--- src/rtl/frame_loader.sv ---
// Assembles a fixed-length order frame from a byte stream and hands it to the
// order-book engine through a request/acknowledge handshake on system_free.
module frame_loader #(
    parameter int FRAME_BYTES = 41,
    parameter int GAP_TIMEOUT = 255
) (
    input  logic                     clk,
    input  logic                     resetn,
    input  logic                     in_valid,
    input  logic [7:0]               in_data,
    input  logic                     in_sof,
    output logic                     in_ready,
    input  logic                     system_free,
    output logic                     buffer_not_empty,
    output logic [8*FRAME_BYTES-1:0] ff_buffer,
    output logic                     busy,
    output logic [15:0]              frame_count,
    output logic [7:0]               drop_count
);

    localparam int IDX_W = $clog2(FRAME_BYTES + 1);
    localparam int GAP_W = $clog2(GAP_TIMEOUT + 1);
    localparam logic [IDX_W-1:0] LAST_IDX = IDX_W'(FRAME_BYTES - 1);
    localparam logic [GAP_W-1:0] GAP_LAST = GAP_W'(GAP_TIMEOUT - 1);

    typedef enum logic [2:0] {
        IDLE,
        FILL,
        READY,
        ISSUE,
        WAIT_DONE
    } state_t;

    state_t            state, next_state;
    logic [IDX_W-1:0]  idx, next_idx, wr_idx;
    logic [GAP_W-1:0]  gap, next_gap;
    logic              accept, wr_en, drop_inc, frame_inc;

    always_comb begin
        next_state = state;
        next_idx   = idx;
        next_gap   = gap;
        wr_idx     = idx;
        wr_en      = 1'b0;
        drop_inc   = 1'b0;
        frame_inc  = 1'b0;
        accept     = in_valid & in_ready;
        case (state)
            IDLE: begin
                if (accept && in_sof) begin
                    wr_en      = 1'b1;
                    wr_idx     = '0;
                    next_idx   = IDX_W'(1);
                    next_gap   = '0;
                    next_state = FILL;
                end
            end
            FILL: begin
                if (accept) begin
                    wr_en    = 1'b1;
                    next_gap = '0;
                    if (in_sof) begin
                        // A new start-of-frame abandons the partial frame and restarts it.
                        wr_idx   = '0;
                        next_idx = IDX_W'(1);
                        drop_inc = 1'b1;
                    end else if (idx == LAST_IDX) begin
                        next_idx   = '0;
                        next_state = READY;
                    end else begin
                        next_idx = idx + IDX_W'(1);
                    end
                end else if (gap == GAP_LAST) begin
                    next_gap   = '0;
                    next_idx   = '0;
                    drop_inc   = 1'b1;
                    next_state = IDLE;
                end else begin
                    next_gap = gap + GAP_W'(1);
                end
            end
            READY: begin
                if (system_free) next_state = ISSUE;
            end
            ISSUE: begin
                if (!system_free) next_state = WAIT_DONE;
            end
            WAIT_DONE: begin
                if (system_free) begin
                    frame_inc  = 1'b1;
                    next_state = IDLE;
                end
            end
            default: next_state = IDLE;
        endcase
    end

    // Outputs are registered from the next state so they line up with the state register.
    always_ff @(posedge clk or negedge resetn) begin
        if (!resetn) begin
            state            <= IDLE;
            idx              <= '0;
            gap              <= '0;
            in_ready         <= 1'b1;
            busy             <= 1'b0;
            buffer_not_empty <= 1'b0;
            frame_count      <= '0;
            drop_count       <= '0;
            ff_buffer        <= '0;
        end else begin
            state            <= next_state;
            idx              <= next_idx;
            gap              <= next_gap;
            in_ready         <= (next_state == IDLE) || (next_state == FILL);
            busy             <= (next_state != IDLE);
            buffer_not_empty <= (next_state == ISSUE);
            if (frame_inc) frame_count <= frame_count + 16'd1;
            if (drop_inc && drop_count != 8'hFF) drop_count <= drop_count + 8'd1;
            for (int k = 0; k < FRAME_BYTES; k++) begin
                if (wr_en && wr_idx == IDX_W'(k)) ff_buffer[8*(FRAME_BYTES-k)-1 -: 8] <= in_data;
            end
        end
    end

endmodule

--- config.mk ---
export PLATFORM = sky130hd
export DESIGN_NAME = frame_loader
export DESIGN_NICKNAME = d
export VERILOG_FILES = /design/src/rtl/frame_loader.sv
export SDC_FILE = /design/constraint.sdc
export NUM_CORES = 1
export LEC_CHECK = 0
export BUFFER_PORTS_ARGS = -buffer_cell sky130_fd_sc_hd__buf_2
export CAP_MARGIN = 20
export CORE_AREA = 2 2 197 199
export CTS_CLUSTER_DIAMETER = 60
export DETAILED_ROUTE_END_ITERATION = 8
export DIE_AREA = 0 0 199 201
export GPL_ROUTABILITY_DRIVEN = 0
export PLACE_DENSITY = 0.6
export SETUP_SLACK_MARGIN = 0.15
export SYNTH_ARGS = -nofsm -noshare
export SYNTH_HDL_FRONTEND = slang
export SYNTH_SLANG_ARGS = --single-unit
export TNS_END_PERCENT = 1
--- constraint.sdc ---
create_clock -name clk -period 2.2 [get_ports clk]
set_input_delay 0 -clock clk [delete_from_list [all_inputs] [get_ports clk]]
set_output_delay 0 -clock clk [all_outputs]
set_load 0.02 [all_outputs]
---- Word level (Yosys, flattened, before mapping) ----
Index checks and enable logic that the tools add are counted.
word-level totals
  bits in registers ....................... 372
  output and inout bits ................... 355
  word-level logic and storage cells ...... 188
cells by class
  $add $sub $neg .......................... 4
  equality and inequality tests ........... 51
  muxes and demuxes ....................... 32
  bitwise operators ....................... 1
  reductions and logical operators ........ 51
operator list
  cell                                            count
  == test 6 x 5 -> 1 bit (second input constant)  16
  == test 6 bit (second input constant)           10
  == test 6 x 4 -> 1 bit (second input constant)  8
  2-to-1 mux 6 bit                                8
  logical AND 1 bit                               43
  == test 6 x 3 -> 1 bit (second input constant)  4
  2-to-1 mux 3 bit                                8
  2-to-1 mux 8 bit                                3
  one-hot mux 6 bit (2 select lines)              2
  adder 16 x 1 -> 16 bit (second input constant)  1
  adder 8 x 1 -> 8 bit (second input constant)    2
  one-hot mux 8 bit (2 select lines)              1
  one-hot mux 3 bit (5 select lines)              1
  == test 6 x 2 -> 1 bit (second input constant)  2
  == test 3 x 2 -> 1 bit (second input constant)  3
  == test 8 bit (second input constant)           1
  2-to-1 mux 1 bit                                8
  inequality test 8 bit (second input constant)   1
  adder 6 x 1 -> 6 bit (second input constant)    1
  == test 3 x 1 -> 1 bit (second input constant)  2
  == test 6 x 1 -> 1 bit (second input constant)  1
  zero test 3 bit                                 2
  zero test 6 bit                                 1
  == test 3 bit (second input constant)           1
  other kinds (9)                                 9

---- Logic depth before layout (Yosys ltp) ----
  depth in word-level cells ............... 7
  gate-level depth with buffers ........... 7
  gate-level depth less buffers ........... 6

---- Worst setup path after synthesis ----
Ideal clock, no wire load.
  path type ............................... register to register
  start ................................... reg in_ready
  end ..................................... reg ff_buffer[15]
  library setup time ...................... 0.125 ns
  arrival ................................. 1.849 ns
  required time ........................... 2.075 ns
  path slack .............................. 0.226 ns
  cell stages (with the launch flop) ...... 7
  buffers on the path ..................... 2
  clock period less this slack ............ 1.974 ns
  path through ............................ dfstp_2 -> and4b_1 -> and4b_1 -> buf_2 -> nor2b_1 -> buf_2 -> mux2_2
on the way
  cells in the longest elaborated chain, start to end .. 6
  elaborated cells between the ends (all ways) .. 10
  those cells by class .................... 1 x eq/ne; 6 x mux; 1 x bitwise; 2 x reduce/logical
ends and longest elaborated chain
  item                                line  RTL
  start, declared                     12    output logic in_ready,
  start signal, assigned              114   in_ready <= (next_state == IDLE) || (next_state == FILL);
  bitwise AND 1 bit *                 47    accept = in_valid & in_ready;
  logical AND 1 bit                   50    if (accept && in_sof) begin
  2-to-1 mux 6 bit                    50
  one-hot mux 6 bit (2 select lines)  48    case (state)
  == test 6 bit                       120   if (wr_en && wr_idx == IDX_W'(k)) ff_buffer[8*(FRAME_BYTES-k)-1 -: 8] <= in_data;
  logical AND 1 bit *                 120
  end signal, assigned by index       120
  end, declared                       15    output logic [8*FRAME_BYTES-1:0] ff_buffer,
Every way passes the cells marked *; elsewhere a longest branch is shown, timed or not.
A chain may end at the register's enable or synchronous reset.

---- Final worst setup path ----
  start ................................... reg in_ready
  end ..................................... reg ff_buffer[203]
on the way
  cells in the longest elaborated chain, start to end .. 6
  elaborated cells between the ends (all ways) .. 10
  those cells by class .................... 1 x eq/ne; 6 x mux; 1 x bitwise; 2 x reduce/logical
ends and longest elaborated chain
  item                                line
  bitwise AND 1 bit *                 47
  logical AND 1 bit                   50
  2-to-1 mux 6 bit                    50
  one-hot mux 6 bit (2 select lines)  48
  == test 6 x 4 -> 1 bit              120
  logical AND 1 bit *                 120
Marked as above.

==> results.sh <==
export IMPL_clk_latency_ns=0.54
export IMPL_power_density_mw_per_mm2=967.2
export IMPL_grt_overflow=0
export IMPL_wl_per_cell_um=21.50
export IMPL_grt_pass1_wl_mm=64.44
export IMPL_synth_edf_count=0
export IMPL_antenna_found_initial=1
export IMPL_core_area_mm2=0.03811
export IMPL_track_usage_pct=21.43
export IMPL_cts_tree="done"
export IMPL_avgSynthCellArea_um2=15.15
export IMPL_critPathMaxFanout=15
export IMPL_finalCriticalPeriod_ns=2.040
export IMPL_drive_above_1_share_pct=60.58
export IMPL_worst_pin_slew_ns=0.7444
export IMPL_skew_ns=0.01145
export IMPL_rsz0062_at_grt="yes"
export IMPL_pwr_share_clk_pct=39.5
export IMPL_grt_pass1_vias=10380
export IMPL_regArea_mm2=0.009310
export IMPL_htreeDepth=2
export IMPL_io_buffer_count=367
export IMPL_drc=0
export IMPL_synth_ff_type="dfrtp_1"
export IMPL_r2r_setup_slack_ns=0.16
export IMPL_hpwl_mm=28.76
export IMPL_vias_per_cell=5.000
export IMPL_crit_type="register to register"
export IMPL_min_period_over_period_pct=92.75
export IMPL_nFillCells=3400
export IMPL_start_kind="register"
export IMPL_r2r_end="ff_buffer[203]"
export IMPL_pin_count=368
export IMPL_grt_max_degree=57
export IMPL_hold_slack_ns=0.02768
export IMPL_nNetsFinal=1431
export IMPL_std_cell_rows=72
export IMPL_cts_setup_buffers=0
export IMPL_hold_viol_final=0
export IMPL_whs_endpoint="ff_buffer[69]"
export IMPL_setup_tns_ns=0
export IMPL_totalPowerFinal_w=0.01869
export IMPL_via_count=9820
export IMPL_design_area_mm2=0.01932
export IMPL_pwr_share_seq_pct=42.4
export IMPL_die_area_mm2=0.04000
export IMPL_holdPathStages=3
export IMPL_ctsLongestPathBuffers=3
export IMPL_maxCapViolCount=0
export IMPL_cts_sinks=372
export IMPL_drtPass1Iterations=5
export IMPL_clock_root_buffer="clkbuf_16"
export IMPL_p_sw_share_pct=29.06
export IMPL_areaGrowthSynthToFinish_pct=29.35
export IMPL_die_w_um=199
export IMPL_antenna_left=0
export IMPL_async_flop_share_pct=100.0
export IMPL_netlist_instances=986
export IMPL_synth_area_mm2=0.01494
export IMPL_r2r_start="in_ready"
export IMPL_p_leak_nw=10.65
export IMPL_p_int_w=0.01326
export IMPL_status="completed"
export IMPL_critPathRequiredTime_ns=2.63
export IMPL_syn_nets=1005
export IMPL_slew_viol_final=0
export IMPL_drt_wl_total_mm=42.23
export IMPL_multi_input_area_mm2=0.005350
export IMPL_maxSlewHeadroom_pct=50.37
export IMPL_max_freq_mhz=490.1
export IMPL_crit_arrival_ns=2.47
export IMPL_path_clk_slew_ns=0.06
export IMPL_yosys_warnings=0
export IMPL_setup_violations=0
export IMPL_start_util_pct=39.20
export IMPL_vdd_drop_max_v=0.0008792
export IMPL_p_comb_share_pct=18.0
export IMPL_initialDrtViolationCount=379
export IMPL_hp_class="input port to register"
export IMPL_num_antenna_cells=0
export IMPL_numCtsBuffers=44
export IMPL_synth_seq_cells=372
export IMPL_place_area_mm2=0.01776
export IMPL_p_sw_w=0.005430
export IMPL_seq_area_frac_synth_pct=62.32
export IMPL_die_height_um=201
export IMPL_cp_end_kind="register"
export IMPL_min_delay_start="in_data[5]"
export IMPL_ys_types=56
export IMPL_worst_r2r_cell_count=6
-- critical path, stage by stage, from the launching register on --
cell	delay [ns]
dfstp_2	0.52
buf_4	0.12
and2_1	0.14
and3_1	0.23
buf_12	0.20
nand4_2	0.33
mux2_2	0.39
-- metrics by stage --
stage | util (%) | setup slack [ns] | instances
2_1_floorplan | - | 0.2262 | 986
3_3_place_gp | 46.61 | 0.1623 | 1879
3_5_place_dp | 46.61 | 0.1139 | 1879
4_1_cts | 50.69 | 0.1281 | 1964
5_1_grt | 50.71 | 0.03180 | 1964
6_report | 50.71 | 0.1596 | 1964
-- logic make-up (layout without fill, tap and decap cells) --
group / count (synthesis) / after routing / share of synthesized area (%)
muxes: 330 / 330 / 24.87
and+or+nand+nor: 156 / 156 / 7.194
buffers and inverters: 60 / 520 / 1.951
xor gates and xnor gates: 22 / 22 / 1.290
AOI/OAI and AO/OA: 40 / 40 / 1.868
adders and majority gates: 6 / 6 / 0.5025
DFF: 372 / 372 / 62.32
-- sequential cells by signal, summed over array words and instances (netlist names), 3 cells and up --
register	count
frame_count	16
state	3
idx	6
drop_count	8
gap	8
ff_buffer	328
-- cell usage after synthesis (all sizes together), types with 4 or more instances --
cell type  instances  area [um^2]
xnor2             13        113.9
nor3b              4        35.03
nand2b             6        37.54
a31oi              8        50.05
inv                5        18.77
and4               4        35.03
and3               7        43.79
mux2             330         3716
nor3               8        40.04
xor2               9        78.83
o21ai              9        45.04
buf               21        145.1
nor2              18        77.57
nand2             41        178.9
ha                 6        75.07
o211ai             4        30.03
nor4               5        52.55
dfrtp            371         9284
clkbuf            34        127.6
nand4             14        140.1
nand3             29        267.8
a21oi              7        35.03
-- worst max path at each step --
stage,depth (start not counted),startpoint,endpoint,slack [ns]
detailed placement,5,in_ready,ff_buffer[36],0.11
floorplan,6,in_ready,ff_buffer[15],0.23
global placement,5,in_ready,ff_buffer[17],0.16
CTS,6,in_ready,ff_buffer[216],0.13
finish,6,in_ready,ff_buffer[203],0.16
global route,6,in_ready,ff_buffer[203],0.03
-- area by class of cell --
cell class	count	area share (%)
Clock buffer	62	6.520
Inverter	5	0.09713
Sequential cell	372	48.18
Multi-Input combinational cell	554	27.69
Timing Repair Buffer	435	13.00
Clock inverter	18	1.159
Tap cell	518	3.354
-- power groups by stage --
stage | sequential [W] | combinational (W) | clock, W
final | 0.00793 | 0.00337 | 0.00739
after global routing | 0.00803 | 0.00360 | 0.00788
after CTS | 0.00793 | 0.00340 | 0.00759
after detailed placement | 0.00804 | 0.00337 | 0
after global placement | 0.00801 | 0.00336 | 0
after floorplan | 0.00876 | 0.00120 | 0
-- cells in the final DEF (no fill, tap or decap), types with 10 or more instances in the layout --
master,count
nor2_1,14
buf_12,10
nand2_1,31
clkbuf_16,45
clkbuf_1,10
mux2_2,330
xnor2_1,13
nand2_2,10
dfrtp_1,371
nand3_1,18
buf_2,366
buf_4,53
-- metal layers --
metal	part of all wire, %	GRT usage, %	vias up
li1	-	-	4379
met1	45	28.49	5076
met2	46	34.08	308
met3	7.1	5.948	57
met4	2.1	6.663	0
met5	0	0	-
-- timing repair --
item / CTS / global route
endpoints found under the setup margin: 25 / 119
pin swaps: 0 / 0
endpoints found under the hold margin: 296 / 0
hold buffers: 5 / 0
gates resized for setup: 1 / 1
No activity file was read; power rests on OpenSTA's default activity.
